<file path="config.mk">
export PLATFORM = sky130hd
export DESIGN_NAME = vid_bus_dma
export DESIGN_NICKNAME = d
export VERILOG_FILES = /design/src/rtl/vid_dma_pkg.sv /design/src/rtl/vid_bus_dma.sv
export SDC_FILE = /design/constraint.sdc
export NUM_CORES = 1
export LEC_CHECK = 0
export BUFFER_PORTS_ARGS = -buffer_cell sky130_fd_sc_hd__buf_4
export CORE_MARGIN = 5
export CORE_UTILIZATION = 51
export CTS_CLUSTER_SIZE = 20
export DETAILED_ROUTE_END_ITERATION = 12
export HOLD_SLACK_MARGIN = 0.1
export PLACE_DENSITY = 0.79
export SLEW_MARGIN = 10
export SYNTH_ARGS = -nofsm -noshare
export SYNTH_HDL_FRONTEND = slang
export SYNTH_SLANG_ARGS = --single-unit
export TNS_END_PERCENT = 50
</file>
<file path="constraint.sdc">
create_clock -name cpu_cl -period 2.4 [get_ports cpu_cl]
set_input_delay 0.24 -clock cpu_cl [delete_from_list [all_inputs] [get_ports cpu_cl]]
set_output_delay 0.24 -clock cpu_cl [all_outputs]
set_load 0.02 [all_outputs]
</file>
<file path="src/rtl/vid_dma_pkg.sv">
// Shared constants for vid_bus_dma: FSM state encoding, transfer direction,
// the unmapped-read byte and the video-port base addresses used by benches.
package vid_dma_pkg;

    localparam logic [3:0] S_IDLE    = 4'd0;
    localparam logic [3:0] S_REQ     = 4'd1;
    localparam logic [3:0] S_WAIT_D  = 4'd2;
    localparam logic [3:0] S_WRITE   = 4'd3;
    localparam logic [3:0] S_RD_ADDR = 4'd4;
    localparam logic [3:0] S_RD_CAP  = 4'd5;
    localparam logic [3:0] S_PUSH    = 4'd6;
    localparam logic [3:0] S_GAPW    = 4'd7;
    localparam logic [3:0] S_REL     = 4'd8;

    localparam logic DIR_WR = 1'b0;
    localparam logic DIR_RD = 1'b1;

    localparam logic [7:0] UNMAPPED_RD = 8'hFF;

    localparam logic [15:0] SPRITE_BASE  = 16'hD000;
    localparam logic [15:0] PALETTE_BASE = 16'hD800;
    localparam logic [15:0] VRAM0_BASE   = 16'hE000;
    localparam logic [15:0] VRAM1_BASE   = 16'hE800;

endpackage

</file>
<file path="src/rtl/vid_bus_dma.sv">
// Bus-master DMA between a host byte stream and the video CPU-side port.
// Read direction is built only when VID_BUS_DMA_READBACK_EN is defined.
module vid_bus_dma
    import vid_dma_pkg::*;
#(
    parameter int LEN_W = 12,
    parameter int GAP   = 0
) (
    input  logic             cpu_cl,
    input  logic             RESET,
    input  logic             cmd_valid,
    output logic             cmd_ready,
    input  logic             cmd_dir,
    input  logic [15:0]      cmd_base,
    input  logic [LEN_W-1:0] cmd_len,
    input  logic             din_valid,
    output logic             din_ready,
    input  logic [7:0]       din,
    output logic             dout_valid,
    input  logic             dout_ready,
    output logic [7:0]       dout,
    output logic             busrq,
    input  logic             busak,
    output logic [15:0]      m_ad,
    output logic             m_wr,
    output logic [7:0]       m_dw,
    input  logic             m_rd,
    input  logic [7:0]       m_dr,
    output logic             done,
    output logic             err
);

    localparam logic [1:0] GAP_LAST = (GAP > 0) ? 2'(GAP - 1) : 2'd0;

    logic [3:0]       state;
    logic             alive;
    logic [1:0]       gap_cnt;
    logic [15:0]      addr;
    logic [15:0]      ad_hold;
    logic [LEN_W-1:0] len_cnt;
    logic             accept;
    logic             access;
    logic             step;
    logic             last;
    logic [3:0]       resume;
    logic [3:0]       after_byte;

    assign cmd_ready = alive && (state == S_IDLE);
    assign accept    = cmd_valid && cmd_ready;
    assign busrq     = (state != S_IDLE) && (state != S_REL);
    assign din_ready = (state == S_WAIT_D) && busak;
    assign m_wr      = (state == S_WRITE) && busak;
    assign last      = (len_cnt == LEN_W'(1));

    // The port only shows a fresh address while a bus cycle is actually issued.
    assign access = busak && ((state == S_WRITE) || (state == S_RD_ADDR));
    assign m_ad   = access ? addr : ad_hold;

`ifdef VID_BUS_DMA_READBACK_EN
    logic dir;
    logic rd_ok;

    assign resume     = (dir == DIR_RD) ? S_RD_ADDR : S_WAIT_D;
    assign step       = ((state == S_WRITE) && busak) || ((state == S_PUSH) && dout_ready);
    assign dout_valid = (state == S_PUSH);

    always_ff @(posedge cpu_cl) begin
        if (accept)
            dir <= cmd_dir;
        if ((state == S_RD_ADDR) && busak)
            rd_ok <= m_rd;
    end
`else
    logic unused_rd;

    assign resume     = S_WAIT_D;
    assign step       = (state == S_WRITE) && busak;
    assign dout_valid = 1'b0;
    assign unused_rd  = ^{m_rd, m_dr, dout_ready};
`endif

    assign after_byte = last ? S_REL : ((GAP > 0) ? S_GAPW : resume);

    always_ff @(posedge cpu_cl) begin
        if (accept) begin
            addr    <= cmd_base;
            len_cnt <= cmd_len;
        end else if (step) begin
            addr    <= addr + 16'd1;
            len_cnt <= len_cnt - LEN_W'(1);
        end
    end

    always_ff @(posedge cpu_cl or posedge RESET) begin
        if (RESET) begin
            state   <= S_IDLE;
            alive   <= 1'b0;
            gap_cnt <= 2'd0;
            ad_hold <= 16'h0000;
            m_dw    <= 8'h00;
            dout    <= 8'h00;
            done    <= 1'b0;
            err     <= 1'b0;
        end else begin
            alive <= 1'b1;
            done  <= 1'b0;
            case (state)
                S_IDLE: begin
                    if (accept) begin
                        err <= 1'b0;
                        if (cmd_len == '0)
                            done <= 1'b1;
`ifdef VID_BUS_DMA_READBACK_EN
                        else
                            state <= S_REQ;
`else
                        else if (cmd_dir == DIR_RD) begin
                            err  <= 1'b1;
                            done <= 1'b1;
                        end else
                            state <= S_REQ;
`endif
                    end
                end
                S_REQ: begin
                    if (busak)
                        state <= resume;
                end
                S_WAIT_D: begin
                    if (busak && din_valid) begin
                        m_dw  <= din;
                        state <= S_WRITE;
                    end
                end
                S_WRITE: begin
                    if (busak) begin
                        ad_hold <= addr;
                        gap_cnt <= GAP_LAST;
                        state   <= after_byte;
                    end
                end
`ifdef VID_BUS_DMA_READBACK_EN
                S_RD_ADDR: begin
                    if (busak) begin
                        ad_hold <= addr;
                        state   <= S_RD_CAP;
                    end
                end
                S_RD_CAP: begin
                    // m_dr is registered in the video block, so it lags m_ad by one cycle.
                    dout <= rd_ok ? m_dr : UNMAPPED_RD;
                    if (!rd_ok)
                        err <= 1'b1;
                    state <= S_PUSH;
                end
                S_PUSH: begin
                    if (dout_ready) begin
                        gap_cnt <= GAP_LAST;
                        state   <= after_byte;
                    end
                end
`endif
                S_GAPW: begin
                    if (gap_cnt == 2'd0)
                        state <= resume;
                    else
                        gap_cnt <= gap_cnt - 2'd1;
                end
                S_REL: begin
                    done  <= 1'b1;
                    state <= S_IDLE;
                end
                default: state <= S_IDLE;
            endcase
        end
    end

endmodule

</file>
Yosys cells after proc, flatten, opt, wreduce, memory -nomap -nowiden
Cells that the tools add are included.
- register bits: 61
- input port bits: 52
- $add $sub $neg: 3
- reductions and logical operators: 19
- equal/unequal tests: 16
- muxes and demuxes: 22
- operator list (kind ; count):
    $mux W16 ; 3
    $mux W4 ; 8
    $mux W12 ; 2
    $pmux W4 S5 ; 1
    $add A16 B1 Y16 const B ; 1
    $ne A2 B2 Y1 const B ; 7
    $eq A12 B1 Y1 const B ; 1
    $logic_not A12 Y1 ; 1
    $sub A12 B1 Y12 const B ; 1
    $eq A4 B2 Y1 const B ; 2
    $eq A4 B3 Y1 const B ; 2
    $logic_and A1 B1 Y1 ; 7
    $reduce_and A7 Y1 ; 1
    $reduce_and A2 Y1 ; 3
    $eq A4 B1 Y1 const B ; 1
    $eq A4 B4 Y1 const B ; 1
    $logic_not A4 Y1 ; 1
    $mux W1 ; 4
    $mux W2 ; 2
    $ne A4 B4 Y1 const B ; 1
    $pmux W2 S2 ; 1
    $reduce_bool A2 Y1 ; 2
    $reduce_bool A4 Y1 ; 1
    $reduce_and A3 Y1 ; 1
    5 further kinds ; 5

Depth between registers and ports, before layout
Gate-level depths: netlist (run 1).
- word-level depth: 5
- gate-level depth with buffers: 7

Worst setup path after synthesis (run 1)
Ideal clock, no wire load.
- kind: register to register
- start point: register state[3]
- end point: register addr[0] (enable)
- buffers on the path: 3
- clock period less this slack: 2.105 ns
- cell stages (with the launch flop): 6
- arrival time: 1.720 ns
- setup slack: 0.295 ns
- cells stage by stage: dfrtp_1 > buf_2 > nand4b_1 > buf_2 > buf_1 > nand2_1
- cells in the longest elaborated chain, start to end: 4
- elaborated cells on any way between the ends: 6
- classes of those cells: 1 x eq/ne; 5 x reduce/logical
- RTL lines (element ; line ; source):
    from (decl) ; vid_bus_dma.sv:35 ; logic [3:0] state;
    from (signal assigned) ; vid_bus_dma.sv:127 ; state <= resume;
    from (signal assigned) ; vid_bus_dma.sv:139 ; state <= after_byte;
    from (signal assigned) ; vid_bus_dma.sv:165 ; state <= resume;
    $logic_not A4 Y1 ; vid_bus_dma.sv:48 ; assign cmd_ready = alive && (state == S_IDLE);
    $logic_and A1 B1 Y1 ; vid_bus_dma.sv:48 ;
    $logic_and A1 B1 Y1 ; vid_bus_dma.sv:49 ; assign accept = cmd_valid && cmd_ready;
    $reduce_bool A2 Y1 (no line) (*) ; - ;
    to (signal assigned) ; vid_bus_dma.sv:86 ; addr <= cmd_base;
    to (signal assigned) ; vid_bus_dma.sv:89 ; addr <= addr + 16'd1;
    to (decl) ; vid_bus_dma.sv:38 ; logic [15:0] addr;
Mark *: on every way between the ends. The rest lies on a longest branch, timed or not.
A chain may end at the register's enable or synchronous reset.

Worst setup path in the final report (run 1)
- start point: register state[3]
- end point: output m_ad[13]
- cells in the longest elaborated chain, start to end: 4
- elaborated cells on any way between the ends: 5
- classes of those cells: 2 x eq/ne; 1 x mux; 2 x reduce/logical
- RTL lines (element ; line ; source):
    $eq A4 B2 Y1 or $eq A4 B3 Y1 (tied branches) ; vid_bus_dma.sv:56 ; assign access = busak && ((state == S_WRITE) || (state == S_RD_ADDR));
    $logic_or A1 B1 Y1 (*) ; vid_bus_dma.sv:56 ;
    $logic_and A1 B1 Y1 (*) ; vid_bus_dma.sv:56 ;
    $mux W16 (*) ; vid_bus_dma.sv:57 ; assign m_ad = access ? addr : ad_hold;
    to (decl) ; vid_bus_dma.sv:24 ; output logic [15:0] m_ad,
Marks and branches as above.

==> results by group, run 1 <==
Status
  • Outcome: finished clean

Critical path
  • Register-to-Register Path Depth: 6
  • Slowest CP cell: dfrtp_1
  • Critical Path Source Type: flop
  • Most used cell, CP: buf_4
  • Top delay family on crit path: buffers and inverters
  • Max incr delay on CP: around 0.48 ns
  • Critical R2R Launch: len_cnt[1]$_DFFE_PP_
  • Cells along the critical path: nand4b_1 > buf_4 > buf_4 > nand2_1 > nand2_1 > buf_4
  • R2R Path End: state[3]$_DFFE_PP0P_
  • Crit path DAT: 1.88 ns
  • CP bufs+invs: 3
  • Crit. End Element: primary output
  • CP required: 2.16 ns
  • Crit-path max FO: 10
  • CP Class: reg2out
  • R2R setup slack: 0.58 ns

Cells and area
  • Filler cells: 448
  • Most frequent cells in the layout: 80 x buf_4, 79 x nand2_1, 30 x dfrtp_1
  • Register area: 1590 um2
  • Filler-free cell count of the finished design: ~450
  • Multi-input logic area: roughly 1300 um2
  • Most common cell after layout, fill and taps aside: buf_4
  • Nets: 429
  • Area grow syn2layout: 26.6%
  • Layout cells sized above 1: between 20% and 30%
  • Ant diodes: 0

Synthesis
  • Syn avg cell area: 10.1 um2
  • Post-Synthesis Cells: 295
  • Sequential area share after synthesis: 53.3%
  • Post-synth EDFFs: 28
  • Async S/R FF share, synth: between 50% and 60%
  • Synth warnings: 8
  • Cell Area, Synth: 2990 um2
  • Yosys reg bits: 58
  • Synth cell types: 40
  • Commonest register cell after synthesis: dfrtp_1

Global routing
  • First-pass GRT wire length: 10.7 mm
  • Met2 Usage GRT: approximately 27%
  • GRT met3 Usage: 4.56%
  • Initial antenna violation count: 0
  • Largest net degree at the start of global routing: 48
  • Gr usage total: 18.4%
  • GR peak layer: met2
  • Gr ovfl total: 0
  • Vias in the first global route: 2239
  • GR Util met1: 25.8%

STA
  • Max Clock Skew: 0.00757 ns
  • Period minus WS final: 2.12 ns
  • Worst slew pin tran: 0.532 ns
  • Hold Slack: 0.118 ns
  • Setup Total Neg Slack: 0 ns
  • Post-route setup slack: ~0.28 ns
  • Final hold vios: 0
  • Slew headroom: 64.2%
  • Max-slew violations: 0
  • Final period util: 88.2%
  • RSZ-0062 raised after global routing: false
  • Fmax: 472 MHz
  • Final setup fails: 0

Power and ir drop
  • Combinational fraction of design power: 26.9%
  • Switching share of power: 31.5%
  • Int Power: approximately 2.1 mW
  • Overall Power: 3.05 mW
  • Leak Pwr: 1.61 nW
  • VDD IR max: ~0.58 mV
  • Part of the power in registers: 44.4%
  • Sw power: 0.962 mW
  • PD cells: 807 nW/um2
  • Clk pwr share: 28.7%

Die
  • Boundary Pins: 91
  • Core Rows: 27
  • Die X: 86.5 um
  • Die Span Y: 86.5 um
  • Core Area: 5610 um2
  • Initial Util: roughly 53%
  • Die area: ~7500 um2

Detailed routing
  • DR vias/cell: 5.20
  • Drt wl/cell: 14.4 um
  • Post-route ant nets: 0
  • Starting DRT DRC Count: 115
  • Drt pass-1 iters: 4
  • Via count: 2346
  • Final WL: 6.51 mm
  • Number of remaining DRC errors: 0

Job
  • Max-Cap Viols: 0

Clock network
  • Buffer depth of the longest clock path: 2
  • CTS Buf Count: 9
  • Clock latency on the worst-skew pair: roughly 0.34 ns
  • Root Driver: clkbuf_8
  • CTS clk-pin slew, worst paths: 0.06 ns
  • Clock sink total: 58
  • TritonCTS clock tree: done
  • CTS H-tree lvls: 3

Place
  • Setup WS pre-CTS: 0.409 ns
  • Detailed-placement wirelength estimate: 4.62 mm
  • Routability cong.: 0.786
  • I/O Buffers: 71
  • Dpl cells: 430

Worst hold path
  • HP Start: din[5]
  • Tightest Hold Check Type: in2reg
  • WHS Path Cells: 2
  • Hold EP: m_dw[5]$_DFFE_PP0P_
[synthesized netlist by cell type, drive strengths merged, types with 3 or more instances]
master	n	area (um2)
nand3	8	45.0
mux2	8	90.1
inv	8	30.0
nor2	11	41.3
ha	3	37.5
o21ai	27	135
buf	18	121
nor4	8	75.1
and3	4	25.0
dfrtp	30	751
a21oi	7	38.8
nand4	4	55.1
nand2	79	297
clkbuf	3	11.3
edfxtp	28	841
nor3	8	55.1
xnor2	14	123
xor2	9	78.8
[per-layer routing]
metal | up-vias | part of all wire [%]
li1 | 1150 | -
met1 | 1114 | 46
met2 | 74 | 46
met3 | 8 | 6.8
met4 | 0 | 1.4
met5 | - | 0
[registers in the layout, indices dropped and copies added (netlist names)]
signal	count
alive	1
addr	16
done	1
m_dw	8
err	1
ad_hold	16
state	3
len_cnt	12
[cell families (layout without fill, tap and decap cells)]
| logic type | count (synthesis) | count (layout) | share of synthesized area, % |
|---|---|---|---|
| simple gates | 132 | 132 | 22.6 |
| flops | 58 | 58 | 53.3 |
| compound gates | 40 | 40 | 7.42 |
| buf+inv | 29 | 105 | 5.45 |
| xor+xnor | 23 | 23 | 6.75 |
| mux | 8 | 8 | 3.02 |
| fa+ha+maj | 3 | 3 | 1.26 |
| other cells | 2 | 10 | 0.251 |
[power by group through the flow]
stage | registers, mW | logic (mW) | clock network [mW]
2_1_floorplan | 1.40 | 0.424 | 0
3_3_place_gp | 1.36 | 0.793 | 0
3_5_place_dp | 1.37 | 0.807 | 0
4_1_cts | 1.35 | 0.814 | 0.890
5_1_grt | 1.38 | 0.892 | 0.938
6_report | 1.35 | 0.820 | 0.877
[timing repair]
action / in CTS / in global routing
endpoints found under the hold margin: 30 / 0
hold buffers: 1 / 0
setup endpoints to repair: 0 / 14
gates resized for setup: 0 / 0
setup buffers: 0 / 4
[metrics by stage]
stage	cell area [um2]	util (%)
6_report	3780	67.4
5_1_grt	3780	67.4
4_1_cts	3750	66.9
3_5_place_dp	3540	63.2
3_3_place_gp	3540	63.2
2_1_floorplan	3020	-
[layout make-up]
| cell class | count | area share (%) |
|---|---|---|
| inverter | 8 | 0.794 |
| sequential | 58 | 42.1 |
| tap | 72 | 2.38 |
| multi-input combinational | 216 | 33.4 |
| clock inverter | 3 | 0.463 |
| timing repair buffer | 81 | 16.1 |
| clock buffer | 13 | 4.76 |
[how the worst max path moves through the flow]
| stage | depth (start not counted) | slack [ns] | start | to |
|---|---|---|---|---|
| 2_1_floorplan | 5 | 0.30 | state[3]$_DFFE_PP0P_ | addr[0]$_DFFE_PP_ |
| 3_3_place_gp | 5 | 0.43 | state[3]$_DFFE_PP0P_ | m_ad[3] |
| 3_5_place_dp | 5 | 0.41 | state[3]$_DFFE_PP0P_ | m_ad[3] |
| 4_1_cts | 5 | 0.03 | state[3]$_DFFE_PP0P_ | m_ad[3] |
| 5_1_grt | 6 | 0.21 | state[3]$_DFFE_PP0P_ | m_ad[7] |
| 6_report | 6 | 0.28 | state[3]$_DFFE_PP0P_ | m_ad[13] |
Power figures use the tool's default switching activity.
==> run 2: changes to the inputs <==
--- a/config.mk
+++ b/config.mk
@@ -6,12 +6,12 @@
 export NUM_CORES = 1
 export LEC_CHECK = 0
 export BUFFER_PORTS_ARGS = -buffer_cell sky130_fd_sc_hd__buf_4
-export CORE_MARGIN = 5
-export CORE_UTILIZATION = 51
+export CORE_UTILIZATION = 46
+export CTS_CLUSTER_DIAMETER = 30
 export CTS_CLUSTER_SIZE = 20
 export DETAILED_ROUTE_END_ITERATION = 12
 export HOLD_SLACK_MARGIN = 0.1
-export PLACE_DENSITY = 0.79
+export PLACE_DENSITY = 0.76
 export SLEW_MARGIN = 10
 export SYNTH_ARGS = -nofsm -noshare
 export SYNTH_HDL_FRONTEND = slang
==> constraint.sdc (replaced) <==
create_clock -name cpu_cl -period 1.9 [get_ports cpu_cl]
set_input_delay 0.19 -clock cpu_cl [delete_from_list [all_inputs] [get_ports cpu_cl]]
set_output_delay 0.19 -clock cpu_cl [all_outputs]
set_load 0.02 [all_outputs]
==> results by group, run 2 (synthesis results as in run 1) <==
Detailed routing
  • Starting DRT DRC Count: 134 (was 115)
  • Post-route ant nets: 0 (unchanged)
  • Drt wl/cell: 14.0 um (was 14.4 um)
  • Drt pass-1 iters: 4 (unchanged)
  • DR vias/cell: 5.05 (was 5.20)
  • Via count: 2360 (was 2346)
  • Final WL: 6.55 mm (was 6.51 mm)
  • Number of remaining DRC errors: 0 (unchanged)

Die
  • Die area: 6820 um2 (was 7490 um2)
  • Initial Util: 49.0% (was 53.3%)
  • Die Span Y: 82.6 um (was 86.5 um)
  • Core Rows: 28 (was 27)
  • Die X: 82.6 um (was 86.5 um)
  • Core Area: 6100 um2 (was 5610 um2)
  • Boundary Pins: 91 (unchanged)

STA
  • Final hold vios: 0 (unchanged)
  • Post-route setup slack: 0.0580 ns (was 0.283 ns)
  • RSZ-0062 raised after global routing: true (was false)
  • Final setup fails: 0 (unchanged)
  • Hold Slack: 0.126 ns (was 0.118 ns)
  • Final period util: 96.9%
  • Fmax: roughly 540 MHz
  • Max Clock Skew: 0.0140 ns (was 0.00757 ns)
  • Max-slew violations: 0 (unchanged)
  • Setup Total Neg Slack: 0 ns (unchanged)
  • Period minus WS final: 1.84 ns

Critical path
  • CP Class: reg2out (unchanged)
  • CP required: 1.71 ns (was 2.16 ns)
  • Critical Path Source Type: flop (unchanged)
  • R2R Path End: len_cnt[10]$_DFFE_PP_ (was state[3]$_DFFE_PP0P_)
  • Crit path launch: state[3]$_DFFE_PP0P_ (unchanged)
  • R2R setup slack: 0.16 ns (was 0.58 ns)
  • Crit. End Element: primary output (unchanged)
  • Crit-path max FO: 5 (was 10)
  • Crit path DAT: 1.65 ns (was 1.88 ns)
  • Crit path to: m_ad[2] (was m_ad[13])
  • Critical R2R Launch: len_cnt[0]$_DFFE_PP_ (was len_cnt[1]$_DFFE_PP_)
  • Register-to-Register Path Depth: 6 (unchanged)

Worst hold path
  • Tightest Hold Check Type: in2reg (unchanged)

Clock network
  • Buffer depth of the longest clock path: 2 (unchanged)
  • CTS clk-pin slew, worst paths: 0.06 ns (about the same)
  • TritonCTS clock tree: done (unchanged)
  • Clock latency on the worst-skew pair: 0.34 ns (about the same)
  • Clock sink total: 58 (unchanged)
  • CTS H-tree lvls: 3 (unchanged)
  • Root Driver: clkbuf_8 (unchanged)
  • CTS Buf Count: 9 (unchanged)

Cells and area
  • Most frequent cells in the layout: 78 x nand2_1, 78 x buf_4, 28 x edfxtp_1 (was 80 x buf_4, 79 x nand2_1, 30 x dfrtp_1)
  • Final core occ: 64.8% (was 67.4%)
  • Filler-free cell count of the finished design: 467 (was 451)
  • Filler cells: 513 (was 448)
  • Ant diodes: 0 (unchanged)
  • Nets: 442 (was 429)
  • Layout cells sized above 1: 29.6% (was 28.8%)
  • Largest regs: ad_hold: 16 flops, addr: 16 flops, len_cnt: 12 flops (unchanged)
  • Area grow syn2layout: 32.3% (was 26.6%)

Power and ir drop
  • PD cells: 984 nW/um2 (was 807 nW/um2)
  • VDD IR max: 0.678 mV (was 0.581 mV)
  • Leak Pwr: 1.68 nW (was 1.61 nW)

Place
  • I/O Buffers: 71 (unchanged)
  • Dpl cells: 434 (was 430)
  • Detailed-placement wirelength estimate: 4.50 mm (was 4.62 mm)
  • Setup WS pre-CTS: 0.164 ns (was 0.409 ns)
  • Routability cong.: 0.766 (was 0.786)

Global routing
  • Gr usage total: 20.5% (was 18.4%)
  • Vias in the first global route: 2135 (was 2239)
  • First-pass GRT wire length: 10.1 mm (was 10.7 mm)
  • Initial antenna violation count: 0 (unchanged)
  • Largest net degree at the start of global routing: 48 (unchanged)
  • Gr ovfl total: 0 (unchanged)

Job
  • Max-Cap Viols: 0 (unchanged)

Status
  • Outcome: finished clean (unchanged)
[run 2: per-stage QoR]
step	total power, mW	cell area, um2
floorplan	2.30	3020
global placement	2.72	3580
detailed placement	2.76	3580
CTS	3.89	3900
global route	4.10	3950
finish	3.89	3950
[run 2: area by class of cell]
cell class              instances  area [um2]  area share [%]
clock buffers                  12         178            4.50
flip-flops and latches         58        1600            40.4
multi-input cells             216        1260            32.0
inverters                       8        32.5           0.823
clock inverters                 4        21.3           0.538
repair buffers                 94         766            19.4
well taps                      75        93.8            2.37
[run 2: report_power, final]
group	internal, mW	switching [mW]	total, mW	leakage (nW)
clock	0.626	0.487	1.11	0.107
sequential	1.57	0.136	1.71	0.624
combinational	0.466	0.599	1.07	0.946
total	2.66	1.22	3.89	1.68
[run 2: worst min path at each step]
stage / from / to / slack (ns) / cells past startpoint
2_1_floorplan: RESET / ad_hold[0]$_DFFE_PP0P_ / 0.28 / 1
3_3_place_gp: RESET / ad_hold[10]$_DFFE_PP0P_ / 0.29 / 3
3_5_place_dp: RESET / ad_hold[10]$_DFFE_PP0P_ / 0.29 / 3
4_1_cts: cmd_base[1] / addr[1]$_DFFE_PP_ / 0.11 / 3
5_1_grt: cmd_base[1] / addr[1]$_DFFE_PP_ / 0.11 / 3
6_report: cmd_base[1] / addr[1]$_DFFE_PP_ / 0.13 / 3
[run 2: routing by layer]
layer | GRT usage, % | share of wire [%] | wire length [um] | up-vias
met2 | 33.1 | 49 | 3180 | 67
met1 | 26.7 | 46 | 2990 | 1107
met4 | 8.28 | 1.1 | 70 | 0
met3 | 4.51 | 4.5 | 297 | 7
li1 | - | - | - | 1179
met5 | 0 | 0 | 0 | -
[run 2: critical path: stages, from the launching register on]
cell	delay, ns
dfrtp_2	0.43
nand4b_1	0.25
buf_6	0.18
buf_4	0.15
nand2_1	0.06
nand2_1	0.08
buf_4	0.17
[run 2: timing repair]
| item | CTS | global route |
|---|---|---|
| hold buffers | 11 | 0 |
| gates resized for setup | 3 | 6 |
| setup endpoints to repair | 14 | 14 |
| setup buffers | 0 | 5 |
| endpoints found under the hold margin | 40 | 0 |
| gates cloned | 0 | 1 |
==> run 3: changes to the inputs <==
--- a/config.mk
+++ b/config.mk
@@ -6,10 +6,13 @@
 export NUM_CORES = 1
 export LEC_CHECK = 0
 export BUFFER_PORTS_ARGS = -buffer_cell sky130_fd_sc_hd__buf_4
+export CAP_MARGIN = 20
+export CORE_ASPECT_RATIO = 1.75
 export CORE_UTILIZATION = 46
 export CTS_CLUSTER_DIAMETER = 30
 export CTS_CLUSTER_SIZE = 20
 export DETAILED_ROUTE_END_ITERATION = 12
+export GPL_ROUTABILITY_DRIVEN = 0
 export HOLD_SLACK_MARGIN = 0.1
 export PLACE_DENSITY = 0.76
 export SLEW_MARGIN = 10
==> results by group, run 3 (synthesis results as in run 1) <==
Detailed routing
  • DR vias/cell: 4.98 (was 5.05)
  • DR WL met3: 245 um (was 297 um)
  • Drt pass-1 iters: 4 (unchanged)
  • Starting DRT DRC Count: 73 (was 134)
  • Drt wl/cell: 13.8 um (was 14.0 um)
  • Metal-1 WL: 2.55 mm (was 2.99 mm)
  • Number of remaining DRC errors: 0 (unchanged)
  • WL met2: 3.57 mm (was 3.18 mm)
  • Top routing layer in use: met4 (unchanged)
  • Post-route ant nets: 0 (unchanged)
  • Final WL: 6.52 mm (was 6.55 mm)
  • Via count: 2346 (was 2360)

STA
  • Final period util: 95.8% (was 96.9%)
  • RSZ-0062 raised after global routing: false (was true)
  • Post-route setup slack: 0.0801 ns (was 0.0580 ns)
  • Max-slew violations: 0 (unchanged)
  • Final setup fails: 0 (unchanged)
  • Setup Total Neg Slack: 0 ns (unchanged)
  • Fmax: 549 MHz (was 543 MHz)
  • Period minus WS final: 1.82 ns (was 1.84 ns)
  • Worst slew pin tran: 0.515 ns
  • Slew headroom: 65.3%
  • Final hold vios: 0 (unchanged)
  • Max Clock Skew: 0.0110 ns (was 0.0140 ns)

Job
  • Max-Cap Viols: 0 (unchanged)

Place
  • Detailed-placement wirelength estimate: 4.52 mm (was 4.50 mm)
  • Setup WS pre-CTS: 0.175 ns (was 0.164 ns)
  • Area post-placement: 3610 um2 (was 3580 um2)
  • Dpl cells: 440 (was 434)
  • I/O Buffers: 71 (unchanged)

Die
  • Core Rows: 38 (was 28)
  • Core Area: 6230 um2 (was 6100 um2)
  • Die Span Y: 109 um (was 82.6 um)
  • Die X: 62.9 um (was 82.6 um)
  • Boundary Pins: 91 (unchanged)
  • Initial Util: 48.0% (was 49.0%)
  • Die area: 6830 um2 (was 6820 um2)

Power and ir drop
  • Switching share of power: 32.3% (was 31.4%)
  • Overall Power: 3.71 mW (was 3.89 mW)
  • Leak Pwr: 1.66 nW (was 1.68 nW)
  • Sw power: 1.20 mW (was 1.22 mW)
  • VDD IR max: 0.416 mV (was 0.678 mV)
  • PD cells: 941 nW/um2 (was 984 nW/um2)
  • Combinational fraction of design power: 28.9% (was 27.4%)
  • Int Power: 2.51 mW (was 2.66 mW)
  • Clk pwr share: 25.1% (was 28.6%)
  • Part of the power in registers: 46.0% (was 44.0%)

Critical path
  • Max incr delay on CP: 0.41 ns (was 0.43 ns)
  • Critical Path Source Type: flop (unchanged)
  • Crit-path max FO: 6 (was 5)
  • CP bufs+invs: 3 (unchanged)
  • CP required: 1.71 ns (about the same)
  • Most used cell, CP: nand2_1
  • Cells along the critical path: nand4b_1 > buf_6 > buf_12 > nand2_1 > nand2_1 > buf_4 (was nand4b_1 > buf_6 > buf_4 > nand2_1 > nand2_1 > buf_4)
  • Top delay family on crit path: buffers and inverters (unchanged)
  • Crit path DAT: 1.63 ns (was 1.65 ns)
  • Crit path launch: state[3]$_DFFE_PP0P_ (unchanged)
  • Slowest CP cell: dfrtp_2 (unchanged)
  • Crit. End Element: primary output (unchanged)
  • CP Class: reg2out (unchanged)
  • Critical R2R Launch: len_cnt[0]$_DFFE_PP_ (unchanged)

Cells and area
  • Most frequent cells in the layout: 77 x nand2_1, 75 x buf_4, 28 x edfxtp_1 (was 78 x nand2_1, 78 x buf_4, 28 x edfxtp_1)
  • Layout cells sized above 1: 28.9% (was 29.6%)
  • Largest regs: ad_hold: 16 flops, addr: 16 flops, len_cnt: 12 flops (unchanged)
  • Area grow syn2layout: 32.0% (was 32.3%)
  • Ant diodes: 0 (unchanged)
  • Filler-free cell count of the finished design: 471 (was 467)
  • Finished Cell Area: 3940 um2 (was 3950 um2)
  • Nets: 441 (was 442)
  • Most common cell after layout, fill and taps aside: nand2_1

Status
  • Outcome: finished clean (unchanged)

Clock network
  • Root Driver: clkbuf_8 (unchanged)
  • CTS clk-pin slew, worst paths: 0.06 ns (about the same)
  • Buffer depth of the longest clock path: 2 (unchanged)
  • Clock sink total: 58 (unchanged)
  • Clock latency on the worst-skew pair: 0.35 ns (was 0.34 ns)
  • CTS H-tree lvls: 3 (unchanged)
  • TritonCTS clock tree: done (unchanged)
  • CTS Buf Count: 9 (unchanged)

Worst hold path
  • HP Start: cmd_base[3] (was cmd_base[1])
  • Tightest Hold Check Type: in2reg (unchanged)

Global routing
  • Vias in the first global route: 2278 (was 2135)
  • Largest net degree at the start of global routing: 48 (unchanged)
  • Gr ovfl total: 0 (unchanged)
  • First-pass GRT wire length: 10.7 mm (was 10.1 mm)
  • Initial antenna violation count: 0 (unchanged)
  • Gr usage total: 21.0% (was 20.5%)
-- run 3: final cells by class --
type / instances / area, um2
multi-input cells: 216 / 1270
fillers: 524 / 2290
flip-flops and latches: 58 / 1600
inverters: 8 / 42.5
repair buffers: 93 / 783
clock inverters: 4 / 18.8
well taps: 80 / 100
clock buffers: 12 / 135
-- run 3: path summary, 6_finish.rpt --
kind,end,slack (ns),cells past startpoint
setup reg to reg,len_cnt[10]$_DFFE_PP_,0.16,6
min in group asynchronous,m_dw[3]$_DFFE_PP0P_,0.49,4
setup / recovery,m_ad[2],0.08,6
hold / removal,addr[3]$_DFFE_PP_,0.12,3
max in group asynchronous,state[3]$_DFFE_PP0P_,1.09,4
hold reg to reg,ad_hold[3]$_DFFE_PP0P_,0.47,2
-- run 3: power groups by stage --
stage               clock network, mW  logic, mW  registers (mW)
global route                     1.01       1.16            1.73
detailed placement                  0       1.03            1.73
global placement                    0       1.01            1.72
floorplan                           0      0.537            1.76
finish                          0.931       1.07            1.71
CTS                             0.949       1.06            1.71
-- run 3: what timing repair did --
action,CTS,global route
endpoints found under the setup margin,14,14
pin swaps,0,1
hold buffers,11,0
resized for setup,2,9
endpoints found under the hold margin,40,0
cloned,0,1
buffers inserted,0,3
-- run 3: per-stage QoR --
step | utilization [%] | hold slack [ns]
finish | 63.3 | 0.125
global route | 63.3 | 0.122
floorplan | - | 0.281
detailed placement | 58.0 | 0.301
CTS | 62.3 | 0.109
global placement | 58.0 | 0.292
-- run 3: worst min-delay path: stages --
cell and delay, ns:
buf_4 0.07, nand2_1 0.04, o21ai_1 0.05
-- run 3: metal layers --
layer  global-route usage (%)  vias up
li1                         -     1177
met1                     23.7     1106
met2                     35.9       51
met3                     4.64       12
met4                     12.3        0
met5                        0        -
